[src/rtl/key_seq_unlock_if.sv]
// key_seq_unlock_if: key entry command inputs and unlock status outputs
interface key_seq_unlock_if #(
  parameter int MODE_W   = 1,
  parameter int MAX_FAIL = 3
);
  localparam int FW = $clog2(MAX_FAIL + 1);
  logic              INPUT_KEY;
  logic              VALID_CMD;
  logic              CLEAR;
  logic              ACTIVE;
  logic [MODE_W-1:0] MODE;
  logic              LOCKED;
  logic [FW-1:0]     FAIL_CNT;
  modport master (output INPUT_KEY, VALID_CMD, CLEAR, input ACTIVE, MODE, LOCKED, FAIL_CNT);
  modport slave  (input INPUT_KEY, VALID_CMD, CLEAR, output ACTIVE, MODE, LOCKED, FAIL_CNT);
endinterface

[src/rtl/key_seq_unlock.sv]
// key_seq_unlock: serial key sequence decoder with mode capture and timed lockout
module key_seq_unlock #(
  parameter int                  KEY_LEN     = 4,
  parameter logic [KEY_LEN-1:0]  KEY         = 4'b1010,
  parameter int                  MODE_W      = 1,
  parameter int                  MAX_FAIL    = 3,
  parameter int                  LOCK_CYCLES = 16
) (
  input logic             CLK,
  input logic             RESET,
  key_seq_unlock_if.slave bus
);
  localparam int IW = $clog2((KEY_LEN > MODE_W ? KEY_LEN : MODE_W) + 1);
  localparam int FW = $clog2(MAX_FAIL + 1);
  localparam int TW = $clog2(LOCK_CYCLES + 1);
  localparam logic [2:0] IDLE    = 3'd0;
  localparam logic [2:0] KEY_CHK = 3'd1;
  localparam logic [2:0] MODE_IN = 3'd2;
  localparam logic [2:0] ACT     = 3'd3;
  localparam logic [2:0] LOCKOUT = 3'd4;
  logic [2:0]        state, n_state;
  logic [IW-1:0]     idx, n_idx;
  logic [MODE_W-1:0] mreg, n_mreg, mode, n_mode, shifted;
  logic [TW-1:0]     timer, n_timer;
  logic [FW-1:0]     fail, n_fail;
  logic              active, n_active, locked, n_locked, key_bit;
  // expected key bit for the current index, most significant key bit first
  always_comb begin
    key_bit = 1'b0;
    for (int i = 0; i < KEY_LEN; i++)
      if (idx == IW'(i)) key_bit = KEY[KEY_LEN-1-i];
  end
  // next-state decode; outputs are registered straight from these values
  always_comb begin
    n_state  = state;
    n_idx    = idx;
    n_mreg   = mreg;
    n_mode   = mode;
    n_timer  = timer;
    n_fail   = fail;
    n_active = active;
    n_locked = locked;
    shifted  = MODE_W'({mreg, bus.INPUT_KEY});
    case (state)
      IDLE, KEY_CHK: begin
        if (bus.CLEAR) begin
          n_state = IDLE;
          n_idx   = '0;
          n_mreg  = '0;
        end else if (bus.VALID_CMD) begin
          if (bus.INPUT_KEY == key_bit) begin
            n_state = (idx == IW'(KEY_LEN - 1)) ? MODE_IN : KEY_CHK;
            n_idx   = (idx == IW'(KEY_LEN - 1)) ? '0 : idx + IW'(1);
          end else begin
            n_idx    = '0;
            n_fail   = fail + FW'(1);
            n_state  = (fail + FW'(1) == FW'(MAX_FAIL)) ? LOCKOUT : IDLE;
            n_locked = (fail + FW'(1) == FW'(MAX_FAIL));
            n_timer  = (fail + FW'(1) == FW'(MAX_FAIL)) ? TW'(LOCK_CYCLES - 1) : timer;
          end
        end
      end
      MODE_IN: begin
        if (bus.CLEAR) begin
          n_state = IDLE;
          n_idx   = '0;
          n_mreg  = '0;
        end else if (bus.VALID_CMD) begin
          n_mreg = shifted;
          if (idx == IW'(MODE_W - 1)) begin
            n_state  = ACT;
            n_idx    = '0;
            n_active = 1'b1;
            n_mode   = shifted;
            n_fail   = '0;
          end else begin
            n_idx = idx + IW'(1);
          end
        end
      end
      ACT: begin
        if (bus.CLEAR) begin
          n_state  = IDLE;
          n_active = 1'b0;
          n_mode   = '0;
          n_mreg   = '0;
        end
      end
      LOCKOUT: begin
        n_state  = (timer == '0) ? IDLE : LOCKOUT;
        n_locked = (timer != '0);
        n_fail   = (timer == '0) ? '0 : fail;
        n_timer  = (timer == '0) ? timer : timer - TW'(1);
      end
      default: n_state = IDLE;
    endcase
  end
  // state and output registers with asynchronous reset
  always_ff @(posedge CLK or posedge RESET) begin
    if (RESET) begin
      state  <= IDLE;
      idx    <= '0;
      mreg   <= '0;
      mode   <= '0;
      timer  <= '0;
      fail   <= '0;
      active <= 1'b0;
      locked <= 1'b0;
    end else begin
      state  <= n_state;
      idx    <= n_idx;
      mreg   <= n_mreg;
      mode   <= n_mode;
      timer  <= n_timer;
      fail   <= n_fail;
      active <= n_active;
      locked <= n_locked;
    end
  end
  assign bus.ACTIVE   = active;
  assign bus.MODE     = mode;
  assign bus.LOCKED   = locked;
  assign bus.FAIL_CNT = fail;
endmodule

[src/flat_wrapper.sv]
// flat-port wrapper written by rule: the top's interface ports become plain ports
module key_seq_unlock_flat 
#(
  parameter int                  KEY_LEN     = 4,
  parameter logic [KEY_LEN-1:0]  KEY         = 4'b1010,
  parameter int                  MODE_W      = 1,
  parameter int                  MAX_FAIL    = 3,
  parameter int                  LOCK_CYCLES = 16
)
  (CLK, RESET, bus_INPUT_KEY, bus_VALID_CMD, bus_CLEAR, bus_ACTIVE, bus_MODE, bus_LOCKED, bus_FAIL_CNT);
  key_seq_unlock_if #(.MODE_W(MODE_W), .MAX_FAIL(MAX_FAIL)) bus_i ();
  input logic CLK;
  input logic RESET;
  input wire logic [$bits(bus_i.INPUT_KEY)-1:0] bus_INPUT_KEY;
  input wire logic [$bits(bus_i.VALID_CMD)-1:0] bus_VALID_CMD;
  input wire logic [$bits(bus_i.CLEAR)-1:0] bus_CLEAR;
  output wire logic [$bits(bus_i.ACTIVE)-1:0] bus_ACTIVE;
  output wire logic [$bits(bus_i.MODE)-1:0] bus_MODE;
  output wire logic [$bits(bus_i.LOCKED)-1:0] bus_LOCKED;
  output wire logic [$bits(bus_i.FAIL_CNT)-1:0] bus_FAIL_CNT;
  assign bus_i.INPUT_KEY = bus_INPUT_KEY;
  assign bus_i.VALID_CMD = bus_VALID_CMD;
  assign bus_i.CLEAR = bus_CLEAR;
  assign bus_ACTIVE = bus_i.ACTIVE;
  assign bus_MODE = bus_i.MODE;
  assign bus_LOCKED = bus_i.LOCKED;
  assign bus_FAIL_CNT = bus_i.FAIL_CNT;
  key_seq_unlock #(.KEY_LEN(KEY_LEN), .KEY(KEY), .MODE_W(MODE_W), .MAX_FAIL(MAX_FAIL), .LOCK_CYCLES(LOCK_CYCLES)) u_core (.CLK(CLK), .RESET(RESET), .bus(bus_i));
endmodule
[config.mk]
export PLATFORM = sky130hd
export DESIGN_NAME = key_seq_unlock_flat
export DESIGN_NICKNAME = d
export VERILOG_FILES = /design/src/rtl/key_seq_unlock_if.sv /design/src/rtl/key_seq_unlock.sv /design/src/flat_wrapper.sv
export SDC_FILE = /design/constraint.sdc
export NUM_CORES = 1
export LEC_CHECK = 0
export ABC_AREA = 1
export BUFFER_PORTS_ARGS = -buffer_cell sky130_fd_sc_hd__buf_2
export CORE_MARGIN = 2
export CORE_UTILIZATION = 40
export CTS_CLUSTER_SIZE = 40
export DETAILED_ROUTE_END_ITERATION = 8
export GPL_TIMING_DRIVEN = 0
export MAX_ROUTING_LAYER = met4
export PLACE_DENSITY_LB_ADDON = 0.08
export SLEW_MARGIN = 30
export SYNTH_ARGS = -nofsm -noshare
export SYNTH_HDL_FRONTEND = slang
export SYNTH_SLANG_ARGS = --single-unit
[constraint.sdc]
create_clock -name CLK -period 4.9 [get_ports CLK]
set_input_delay 0 -clock CLK [delete_from_list [all_inputs] [get_ports CLK]]
set_output_delay 0 -clock CLK [all_outputs]
set_load 0.03 [all_outputs]
* Word-level counts from Yosys, hierarchy flattened
Cells that the tools add are included.
W data, S select, Z words.
** Word-level totals
- Register bits after elaboration :: 16
- Input port bits :: 5
- Output and inout port bits :: 5
- Logic and storage cells :: 97
** Cells by class
- Add/subtract/negate cells :: 3
- Equality and inequality tests :: 22
- Multiplexer cells :: 50
- Reductions and logical operators :: 15
** Operators by type and width (number)
- $mux W3 :: 16
- $mux W5 :: 5
- $mux W2 :: 8
- $mux W1 :: 14
- $ne A2 B2 Y1 const B :: 7
- $eq A3 B2 Y1 const B :: 4
- $pmux W3 S4 :: 1
- $pmux W5 S2 :: 1
- $reduce_and A4 Y1 :: 2
- $reduce_and A8 Y1 :: 1
- $eq A3 B1 Y1 const B :: 2
- $logic_not A3 Y1 :: 2
- $ne A2 B1 Y1 const B :: 3
- $ne A3 B3 Y1 const B :: 2
- $pmux W1 S2 :: 3
- $pmux W2 S3 :: 1
- $pmux W3 S2 :: 1
- $reduce_and A6 Y1 :: 1
- $reduce_bool A2 Y1 :: 3
- $logic_not A5 Y1 :: 1
- $reduce_and A5 Y1 :: 1
- $reduce_bool A5 Y1 :: 1
- $sub A5 B1 Y5 const B :: 1
- $add A3 B1 Y3 const B :: 1
- 8 further kinds :: 8

* Logic depth before layout (Yosys ltp)
Gate-level depths: netlist (run 1).
- Depth in word-level cells :: 10
- Depth in mapped cells :: 13
- Gate-level depth less buffers :: 13

* Least setup slack after synthesis (run 1)
No wires, ideal clock.
- Path kind :: reg-to-reg
- From :: register u_core.idx[0]
- To :: register u_core.timer[2]
- Setup time :: 119 ps
- Arrival time :: 1599 ps
- Required time :: 4781 ps
- Path slack :: 3182 ps
- Stages on the path, launching flop included :: 12
- Buffers on the path :: 1
- Clock period less this slack :: 1718 ps
- Cell sequence :: dfrtp_1 ha_1 ha_1 nor2_1 nand2_1 nand2_1 nand2_1 nand2_1 nand3_1 buf_6 nand2_1 o21ai_2
** On the way
- Cells in the longest elaborated chain, start to end :: 8
- Elaborated cells on any way between the ends :: 11
- Those cells by class :: eq/ne (5); mux (4); reduce/logical (2)
** RTL lines
- start, declared :: RTL line key_seq_unlock.sv:22 : logic [IW-1:0] idx, n_idx;
- start signal, assigned :: RTL line key_seq_unlock.sv:111 : idx <= n_idx;
- $logic_not A3 Y1 :: RTL line key_seq_unlock.sv:31 : if (idx == IW'(i)) key_bit = KEY[KEY_LEN-1-i];
- $mux W1 (3 in a row) :: RTL line key_seq_unlock.sv:31
- $mux W1 (*) :: RTL line key_seq_unlock.sv:31
- $eq A1 B1 Y1 (*) :: RTL line key_seq_unlock.sv:51 : if (bus.INPUT_KEY == key_bit) begin
- $ne A2 B2 Y1 (no source line) (*)
- $reduce_and A6 Y1 (no source line) (*)
- end signal, assigned :: RTL line key_seq_unlock.sv:114 : timer <= n_timer;
- end, declared :: RTL line key_seq_unlock.sv:24 : logic [TW-1:0] timer, n_timer;
Every way passes the cells marked *; elsewhere a longest branch is shown, timed or not.
A chain may end at the register's enable or synchronous reset.

* Final worst setup path (run 1)
- From :: register u_core.idx[0]
- To :: register u_core.timer[3]
The elaborated chain is that of the path after synthesis.

==> summary.txt, run 1 <==
Setup path
  • Reg2reg start: u_core.idx[0]
  • Critical path peak fanout: 10
  • Top Family by Delay on Critical Path: simple AND/OR/NAND/NOR gates
  • Crit Path Category: reg -> reg
  • Crit end category: flip-flop
  • Crit path cell chain: ha_1 > ha_1 > nor2_1 > nand2_1 > nand2_1 > nand2_1 > nand2_1 > nand3_1 > buf_6 > nand2_1 > o21ai_2
  • Critical-path top delay cell: dfrtp_1
  • CP most frequent cell: nand2_1
  • Worst EP arrival: between 2 and 2.5 ns
  • R2R setup slack: 2.99 ns
  • CP bufs+invs: 1
  • Crit path required time: 5.09 ns
  • R2R depth: 11
  • Critical Path Start Type: flip-flop
  • Reg2reg end: u_core.timer[3]
  • Crit-path max cell delay: between 0.4 and 0.5 ns

Synthesis
  • Syn_area_per_cell: 7.168 sq um
  • Sequential share of the synthesized area: 0.3604
  • Simple-gate share of the synthesized area: 0.3502
  • Compound-cell area share of the yosys netlist: 0.07095
  • Yosys reg bits: 16
  • Mux cell area share after synthesis: 0
  • Syn_nets: approximately 170
  • Yosys top cell by area: dfrtp_1
  • Adder-Cell Fraction of Synth Area: 0.1014
  • Syn. warnings: 0
  • XOR/XNOR share of the synthesized area: 0.01577
  • Cell count after synthesis: approximately 160
  • Post-Syn Area: ~1100 sq um
  • Synth cell types: 21
  • Top cells by area, synth: dfrtp_1, nand2_1, ha_1
  • Share of the synthesized area in the top cell type: 0.3604
  • Main combinational cell family by area after synthesis: simple AND/OR/NAND/NOR gates

Die
  • I/O pin cnt: 10
  • Die height: ~57 um
  • Starting Density: 0.4136
  • Die Width: 56.71 um
  • Core area: approximately 2700 sq um
  • DIE AREA: ~3200 sq um
  • Num rows: 19

Timing
  • Hold Violations, Final: 0
  • Max Transition Viols Final: 0
  • Setup_tns: 0 ns
  • Relative slew slack: 0.5785
  • Clock skew: slightly below 0.003 ns
  • Unrepaired setup endpoints after global routing: no
  • Final min period: 1.908 ns
  • # setup viols final: 0
  • Fmax: ~520 MHz
  • Period utilization: 0.3893
  • Worst hold slack: around 0.014 ns
  • Slew @ Worst Pin: about 0.63 ns

GRT
  • Initial antenna violation count: 0
  • First-pass GRT wire length: around 3.8 mm
  • Total Routing Usage GR: 0.1515
  • Via count of the first global-routing pass: between 900 and 1k
  • Largest net degree at the start of global routing: 17
  • Grt total ovfl: 0

Final layout
  • Share of cells above drive strength 1: 0.1479
  • Filler cells: between 200 and 300
  • Non-filler cells, final: 200
  • Final non-filler cell area: about 1200 sq um
  • Diodes inserted: 0
  • P&R area growth vs syn: 11.71%
  • Final nets: between 150 and 200

Pwr
  • Total power divided by cell area: between 400 and 500 nW/um^2
  • Switch Pwr: 0.0002579 W
  • Clock Power Share: 0.156
  • Tot Pwr: ~0.00058 W
  • Leak: just over 0.7 nW
  • Net Sw Frac: 0.4437
  • VDD IR max: between 200 and 300 uV
  • Power share of the combinational group: 0.478
  • Int Pwr: about 0.00032 W
  • Seq pwr share: 0.367

CTS
  • CTS resizes: 0
  • Root Driver: clkbuf_4
  • Clock buffer count from CTS: 3
  • Clock Path Buffers: 2
  • H-tree depth: 1
  • Post-CTS Setup Bufs: 0
  • CTS tree: yes
  • CTS sink cnt: 16
  • Worst-path clk slew: ~0.1 ns
  • Clk_lat worst skew: slightly below 0.3 ns

Place
  • DP Cell Count: approximately 200
  • DP Wirelength: between 1.5 and 2 mm
  • RePlAce Congestion: 0.8847
  • PortBufs: 9
  • Area post-placement: about 1200 sq um

Drt
  • Antenna viol nets, final: 0
  • TritonRoute pass-1 iters: 4
  • Detailed router's first-iteration violation count: 17
  • Drc violations: 0
  • Via Count: between 900 and 1k
  • WL per Instance: 10.05 um
  • Final wirelength: around 2 mm
  • Via-per-instance ratio: between 4 and 5

Hold path
  • Hold Crit Depth: 3
  • Hold path startpoint: bus_INPUT_KEY
  • Hold Crit Class: in -> reg
  • Hold path endpoint: u_core.bus.MODE

Run status
  • Status: finished, final reports clean

Job
  • Max Cap Violations: 0
## placed cells by master, fill, tap and decap left out, drive strengths merged
cell         instances
nand4                5
buf                 10
o31ai                1
ha                   9
dlygate4sd3          1
or2                  1
dfrtp               16
inv                 27
clkbuf               4
nor3                 3
nand3b               1
xor2                 2
o21ai                9
nand3                9
nand2               52
a21boi               1
nor2                18
## per-stage QoR
step                setup slack, ns  utilization
finish                        2.992       0.4620
global route                  2.757       0.4620
CTS                           2.969       0.4620
detailed placement            2.987       0.4448
global placement              3.003       0.4448
floorplan                     3.182            -
## worst min-delay path, stage by stage
cell and delay, ns:
buf_2 0.10, inv_1 0.07, o21ai_0 0.09
## cell usage after synthesis, drive strengths merged
| library cell | n |
|---|---|
| a21boi | 1 |
| nand3 | 9 |
| nor3 | 3 |
| xor2 | 2 |
| inv | 27 |
| buf | 1 |
| o21ai | 9 |
| ha | 9 |
| dfrtp | 16 |
| nand2 | 52 |
| nand4 | 5 |
| or2 | 1 |
| nor2 | 18 |
| nand3b | 1 |
| o31ai | 1 |
## cell type report
cell class | count | area, sq um | share of cell area
Timing Repair Buffer | 10 | 55.05 | 0.04435
Buffer | 1 | 11.26 | 0.009073
Inverter | 27 | 101.3 | 0.08165
Sequential cell | 16 | 400.4 | 0.3226
Multi-Input combinational cell | 111 | 598.1 | 0.4819
Clock buffer | 4 | 36.28 | 0.02923
Tap cell | 31 | 38.79 | 0.03125
## cell families (layout without fill, tap and decap cells)
| group | count (synthesis) | after routing |
|---|---|---|
| AND/OR/NAND/NOR | 89 | 89 |
| XOR/XNOR | 2 | 2 |
| adder cells (fa/ha/maj) | 9 | 9 |
| flip-flops | 16 | 16 |
| buffers and inverters | 28 | 42 |
| AO/OA/AOI/OAI | 11 | 11 |
## registers in the layout, summed over array words and instances, names as in the netlist
name / count
u_core.bus.LOCKED: 1
u_core.bus.ACTIVE: 1
u_core.bus.MODE: 1
u_core.state: 3
u_core.timer: 5
u_core.idx: 3
u_core.bus.FAIL_CNT: 2
## worst max path at each step
stage                     slack (ns)           from              end  cells past startpoint
after global placement          3.00  u_core.idx[0]  u_core.timer[0]                     11
after detailed placement        2.99  u_core.idx[0]  u_core.timer[1]                     11
after global routing            2.76  u_core.idx[0]  u_core.timer[3]                     11
after floorplan                 3.18  u_core.idx[0]  u_core.timer[2]                     11
after CTS                       2.97  u_core.idx[0]  u_core.timer[1]                     11
final                           2.99  u_core.idx[0]  u_core.timer[3]                     11
## what timing repair did
action | CTS | global route
endpoints found under the hold margin | 16 | 0
setup endpoints to repair | 0 | 0
hold buffers | 1 | 0
## power groups by stage
stage | Sequential (W) | Clock [W] | Combinational [W]
final | 0.000213 | 0.0000904 | 0.000278
after detailed placement | 0.000217 | 0 | 0.000280
after global placement | 0.000215 | 0 | 0.000275
after global routing | 0.000218 | 0.000102 | 0.000332
after floorplan | 0.000233 | 0 | 0.000205
after CTS | 0.000214 | 0.0000948 | 0.000283
## routing by layer
layer / global-route usage / wire, um / vias up
li1: - / - / 509
met4: 0.06122 / 14 / 0
met2: 0.2458 / 938 / 6
met1: 0.1897 / 1020 / 426
met5: - / 0 / -
met3: 0.02074 / 37 / 2
Note: power is estimated with default switching activity, not from simulation.
==> inputs of run 2 (changes only) <==
--- a/config.mk
+++ b/config.mk
@@ -5,7 +5,7 @@
 export SDC_FILE = /design/constraint.sdc
 export NUM_CORES = 1
 export LEC_CHECK = 0
-export ABC_AREA = 1
+export ABC_AREA = 0
 export BUFFER_PORTS_ARGS = -buffer_cell sky130_fd_sc_hd__buf_2
 export CORE_MARGIN = 2
 export CORE_UTILIZATION = 40
==> constraint.sdc (replaced) <==
create_clock -name CLK -period 1.9 [get_ports CLK]
set_input_delay 0 -clock CLK [delete_from_list [all_inputs] [get_ports CLK]]
set_output_delay 0 -clock CLK [all_outputs]
set_load 0.03 [all_outputs]
==> run 2 against run 1 <==
- the flow now finishes with violations (hold timing)
- utilization rose by 6.3 points
- sequential power increased to 2.6 times the previous value
- synthesized cell count fell by 26%
- fmax grew 0.52%
- highest routed layer unchanged
- critical path type unchanged
- sequential cell count unchanged
==> summary.txt, run 2 <==
Pwr
  • Power share of the combinational group: 0.535
  • Seq pwr share: 0.329
  • Switch Pwr: 0.0007158 W
  • Int Pwr: 0.0009446 W
  • VDD IR max: around 850 uV
  • Net Sw Frac: 0.4311
  • Total power divided by cell area: 1265 nW/um^2
  • Tot Pwr: 0.001660 W
  • Clock Power Share: 0.135
  • Leak: about 0.57 nW

Drt
  • Via-per-instance ratio: ~5.5
  • Antenna viol nets, final: 0
  • Detailed router's first-iteration violation count: 24
  • TritonRoute pass-1 iters: 4
  • WL per Instance: between 10 and 15 um
  • Via Count: 898
  • Final wirelength: approximately 2.2 mm
  • Drc violations: 0

Run status
  • Status: complete, but fails checks
  • Failing checks: hold timing

Setup path
  • Crit path cell chain: ha_4 > ha_4 > o21a_1 > a31o_1 > o211ai_1 > o21ai_2 > a31o_1
  • Crit end category: flip-flop
  • Crit path required time: between 2 and 2.5 ns
  • CP bufs+invs: 0
  • Critical path peak fanout: 4
  • Critical-path top delay cell: dfrtp_2
  • Critical Path Start Type: flip-flop
  • Crit-path max cell delay: between 0.4 and 0.5 ns
  • Top Family by Delay on Critical Path: compound AO/OA/AOI/OAI gates
  • Crit Path Category: reg -> reg
  • Worst EP arrival: between 2 and 2.5 ns

Timing
  • Unrepaired setup endpoints after global routing: yes
  • Slew @ Worst Pin: a little under 0.6 ns
  • Final min period: between 1.5 and 2 ns
  • Worst hold slack: -0.003378 ns
  • Relative slew slack: 0.6099
  • Period utilization: 0.9989
  • Clock skew: about 0.0033 ns
  • # setup viols final: 0
  • Max Transition Viols Final: 0
  • Fmax: around 530 MHz
  • Hold Violations, Final: 2

Final layout
  • Register area: about 400 sq um
  • Top Registers: u_core.timer x5, u_core.idx x3, u_core.state x3
  • Diodes inserted: 0
  • Filler cells: between 200 and 250
  • Commonest cells after routing, fill and taps aside: dfrtp_1, inv_1, buf_2, nand2_1, nor2_1
  • Share of cells above drive strength 1: 0.2879
  • Max reg flops: 5
  • Final core utilization: 0.5250
  • Footprint of the multi-input gates: between 600 and 700 sq um
  • Largest Register: u_core.timer
  • P&R area growth vs syn: 23.41%
  • Most common cell after layout, fill and taps aside: dfrtp_1
  • Final nets: ~150

Synthesis
  • Post-Syn Area: between 1000 and 1500 sq um
  • Syn_area_per_cell: a little over 9 sq um
  • Sequential share of the synthesized area: 0.3765
  • Post-synth ARST share: 1.000
  • Share of the synthesized area in the top cell type: 0.3765
  • Post-synth EDFFs: 0
  • Main synth FF type: dfrtp_1
  • Most frequent cell after synthesis: dfrtp_1
  • Yosys reg bits: 16
  • Synth cell types: between 40 and 50
  • Top cells by count, synth: dfrtp_1, inv_1, ha_1, nand2_1, nor2_1
  • Yosys top cell by area: dfrtp_1
  • Syn_nets: ~130
  • Top cells by area, synth: dfrtp_1, ha_1, inv_1
  • Cell count after synthesis: 115
  • Syn. warnings: 0

Die
  • DIE AREA: 3087 sq um
  • Starting Density: 0.4254
  • Die Width: 55.57 um
  • I/O pin cnt: 10
  • Num rows: 18
  • Core area: about 2500 sq um
  • Die height: between 50 and 60 um

Hold path
  • Hold Crit Class: in -> reg

GRT
  • Grt total ovfl: 0
  • First-pass GRT wire length: between 3 and 4 mm
  • Via count of the first global-routing pass: 873
  • Total Routing Usage GR: 0.1631
  • Initial antenna violation count: 0
  • Largest net degree at the start of global routing: 17

CTS
  • Clock buffer count from CTS: 3
  • Root Driver: clkbuf_4
  • H-tree depth: 1
  • Worst-path clk slew: around 0.10 ns
  • Clk_lat worst skew: roughly 0.28 ns
  • CTS tree: yes
  • CTS sink cnt: 16
  • Clock Path Buffers: 2

Place
  • RePlAce Congestion: slightly below 0.8
  • DP Wirelength: approximately 1.7 mm
  • PortBufs: 8

Job
  • Max Cap Violations: 0
[run 2: final cells by class]
| class | instances | area share |
|---|---|---|
| Timing Repair Buffer | 13 | 0.06101 |
| Tap cell | 30 | 0.02860 |
| Multi-Input combinational cell | 82 | 0.5243 |
| Buffer | 4 | 0.01335 |
| Inverter | 13 | 0.03718 |
| Sequential cell | 16 | 0.3079 |
| Clock buffer | 4 | 0.02765 |
[run 2: metal layers]
| metal | vias to the layer above | global-route usage | wire length (um) |
|---|---|---|---|
| met3 | 2 | 0.02108 | 74 |
| met2 | 18 | 0.2449 | 1014 |
| met1 | 431 | 0.2286 | 1130 |
| li1 | 447 | - | - |
| met4 | 0 | 0.05226 | 10 |
| met5 | - | - | 0 |
[run 2: power groups by stage]
stage,clock network (W),logic [W],registers (W)
after global placement,0,0.000764,0.000536
after global routing,0.000256,0.000979,0.000567
final,0.000225,0.000889,0.000547
after floorplan,0,0.000526,0.000608
after CTS,0.000233,0.000847,0.000536
after detailed placement,0,0.000776,0.000540
[run 2: path summary, 6_finish.rpt]
kind                                        start                 to  slack (ns)  cells after the start
worst max-delay path                u_core.idx[1]  u_core.bus.LOCKED       0.002                      7
worst min-delay path                    bus_CLEAR    u_core.state[1]      -0.003                      2
worst max register to register      u_core.idx[1]  u_core.bus.LOCKED       0.002                      7
worst min register to register  u_core.bus.LOCKED  u_core.bus.LOCKED        0.51                      1
max in group asynchronous                   RESET      u_core.idx[2]        1.18                      3
min in group asynchronous                   RESET  u_core.bus.LOCKED        0.31                      3
[run 2: cell families after synthesis]
family	synth area share
buffers and inverters	0.06236
AND/OR/NAND/NOR	0.2023
AO/OA/AOI/OAI	0.2165
XOR/XNOR	0.01647
multiplexers	0.02000
adder cells (fa/ha/maj)	0.1059
flip-flops	0.3765
[run 2: timing repair]
action,4_1_cts,5_1_grt
buffers inserted,3,1
gates cloned,0,0
hold buffers,1,0
pin swaps,4,3
resized for setup,9,9
setup endpoints to repair,10,9
hold endpoints to repair,16,0
[run 2: metrics by stage]
stage | setup slack [ns] | TNS [ns] | instance area (sq um) | cells
finish | 0.002071 | 0 | 1313 | 162
global route | -0.1067 | -0.6154 | 1313 | 162
CTS | -0.03986 | -0.07237 | 1261 | 161
detailed placement | -0.2313 | -1.096 | 1144 | 153
global placement | -0.2163 | -0.9936 | 1144 | 153
floorplan | 0.01363 | 0 | 1066 | 115
==> inputs of run 3 (changes only) <==
--- a/config.mk
+++ b/config.mk
@@ -8,7 +8,7 @@
 export ABC_AREA = 0
 export BUFFER_PORTS_ARGS = -buffer_cell sky130_fd_sc_hd__buf_2
 export CORE_MARGIN = 2
-export CORE_UTILIZATION = 40
+export CORE_UTILIZATION = 50
 export CTS_CLUSTER_SIZE = 40
 export DETAILED_ROUTE_END_ITERATION = 8
 export GPL_TIMING_DRIVEN = 0
==> run 3 against run 2 <==
- clock skew grew 0.0093 ns
- non-clock buffer count grew 4
- first-iteration DRC count grew 13%
- largest power group unchanged
- clock-buffer cell count is the same
- die area shrank 19%
- critical path depth is the same
- worst hold slack gained 0.074 ns
- combinational power grew 16%
- sequential cell count is the same
- global-route usage grew 6.3 points
- the flow finishes with violations (setup timing)
- sequential power shrank 3%
- register-to-register slack lost 0.07 ns
==> summary.txt, run 3 (synthesized netlist as in run 2, its figures left out) <==
Place
  • RePlAce Congestion: 0.7864
  • DP Wirelength: approximately 1.6 mm
  • PortBufs: 8
  • DP Cell Count: 150
  • Area post-placement: about 1100 sq um

Pwr
  • Leak: approximately 0.61 nW
  • Total power divided by cell area: around 1300 nW/um^2
  • VDD IR max: a little over 1000 uV

Timing
  • Max Transition Viols Final: 0
  • Slew @ Worst Pin: ~0.60 ns
  • Relative slew slack: 0.5971
  • Final min period: 1.972 ns
  • Clock skew: 0.01259 ns
  • # setup viols final: 6
  • Period utilization: 1.038
  • Hold Violations, Final: 0
  • Fmax: between 500 and 600 MHz
  • Unrepaired setup endpoints after global routing: yes
  • Final worst-path setup slack: -0.07206 ns

Drt
  • WL per Instance: between 15 and 20 um
  • Drc violations: 0
  • Detailed router's first-iteration violation count: 27
  • Via-per-instance ratio: between 5 and 6
  • Via Count: between 900 and 1k
  • TritonRoute pass-1 iters: 5
  • Antenna viol nets, final: 0
  • Final wirelength: between 2 and 3 mm

CTS
  • Root Driver: clkbuf_4
  • CTS sink cnt: 16
  • H-tree depth: 1
  • CTS tree: yes
  • Clock buffer count from CTS: 3
  • Clk_lat worst skew: 0.31 ns
  • Clock Path Buffers: 2
  • Worst-path clk slew: around 0.11 ns

Run status
  • Status: complete, but fails checks
  • Failing checks: setup timing

Final layout
  • Top Registers: u_core.timer x5, u_core.idx x3, u_core.state x3
  • Largest Register: u_core.timer
  • Non-filler cells, final: approximately 160
  • P&R area growth vs syn: 28.82%
  • Final non-filler cell area: around 1400 sq um
  • Commonest cells after routing, fill and taps aside: dfrtp_1, inv_1, buf_2, nand2_1, nor2_1
  • Most common cell after layout, fill and taps aside: dfrtp_1
  • Final nets: roughly 150
  • Filler cells: roughly 150
  • Register area: around 400 sq um
  • Share of cells above drive strength 1: 0.3382
  • Footprint of the multi-input gates: 715.7 sq um
  • Diodes inserted: 0
  • Max reg flops: 5

Die
  • Core area: 1982 sq um
  • I/O pin cnt: 10
  • Starting Density: 0.5366
  • Num rows: 16
  • Die Width: 50.12 um
  • DIE AREA: ~2500 sq um
  • Die height: between 50 and 60 um

Hold path
  • Hold Crit Class: in -> reg

Setup path
  • Crit end category: flip-flop
  • CP bufs+invs: 0
  • Crit path cell chain: ha_2 > ha_4 > o21a_1 > a31o_1 > o211ai_1 > o21ai_2 > a31o_1
  • Worst EP arrival: about 2.2 ns
  • Top Family by Delay on Critical Path: compound AO/OA/AOI/OAI gates
  • Crit path required time: ~2.1 ns
  • Crit-path max cell delay: about 0.43 ns
  • Crit Path Category: reg -> reg
  • CP most frequent cell: a31o_1
  • Critical Path Start Type: flip-flop
  • Critical-path top delay cell: dfrtp_1
  • Critical path peak fanout: 4

GRT
  • Initial antenna violation count: 0
  • Via count of the first global-routing pass: 953
  • Largest net degree at the start of global routing: 17
  • Grt total ovfl: 0
  • First-pass GRT wire length: between 4 and 5 mm
  • Total Routing Usage GR: 0.2259

Job
  • Max Cap Violations: 0
-- run 3: changes by cell type in the layout (fill, tap and decap cells not counted), sizes merged --
cell	change
dlygate4sd3	+1
buf	+3
-- run 3: tightest hold or removal path, stage by stage --
cell,delay (ns)
buf_2,0.13
a31oi_1,0.16
nor3_1,0.05
-- run 3: layer usage --
layer	share of wire	GRT usage	up-vias
met1	0.44	0.2686	442
met4	0.022	0.07870	0
li1	-	-	456
met2	0.48	0.3706	45
met3	0.059	0.05455	7
met5	0	-	-
-- run 3: path summary, 6_finish.rpt --
path                            depth (start not counted)                      to  slack [ns]                    from
worst max-delay path                                    7       u_core.bus.LOCKED       -0.07           u_core.idx[0]
worst min-delay path                                    3         u_core.state[1]        0.07           bus_VALID_CMD
worst max register to register                          7       u_core.bus.LOCKED       -0.07           u_core.idx[0]
worst min register to register                          1  u_core.bus.FAIL_CNT[0]        0.49  u_core.bus.FAIL_CNT[0]
max in group asynchronous                               3           u_core.idx[2]        1.19                   RESET
min in group asynchronous                               3           u_core.idx[0]        0.29                   RESET
-- run 3: final cells by class --
class	instances	share of cell area
flip-flops and latches	16	0.2932
repair buffers	17	0.08493
well taps	27	0.02466
plain buffers	4	0.01279
inverters	13	0.03562
clock buffers	4	0.02648
multi-input cells	82	0.5224
-- run 3: repair_timing --
item | CTS | global route
hold buffers | 2 | 0
buffers inserted | 5 | 2
endpoints found under the hold margin | 18 | 0
resized for setup | 10 | 15
setup endpoints to repair | 10 | 9
pin swaps | 5 | 4
-- run 3: power breakdown --
group          total [W]  internal [W]  leakage [nW]  switching, W
Combinational    0.00103      0.000464         0.380      0.000569
Sequential      0.000533      0.000444         0.207     0.0000886
Clock           0.000241      0.000117        0.0210      0.000124
-- run 3: metrics by stage --
stage | setup TNS [ns] | total power [W] | util | hold WS, ns | setup WS (ns)
global route | -0.6623 | 0.001950 | 0.6913 | 0.1100 | -0.1187
CTS | 0 | 0.001657 | 0.6509 | 0.04980 | 0.001994
global placement | -0.6481 | 0.001287 | 0.5751 | 0.09150 | -0.1704
detailed placement | -0.9176 | 0.001317 | 0.5751 | 0.09961 | -0.2032
floorplan | 0 | 0.001133 | - | -0.08626 | 0.01363
finish | -0.2477 | 0.001807 | 0.6913 | 0.07112 | -0.07206
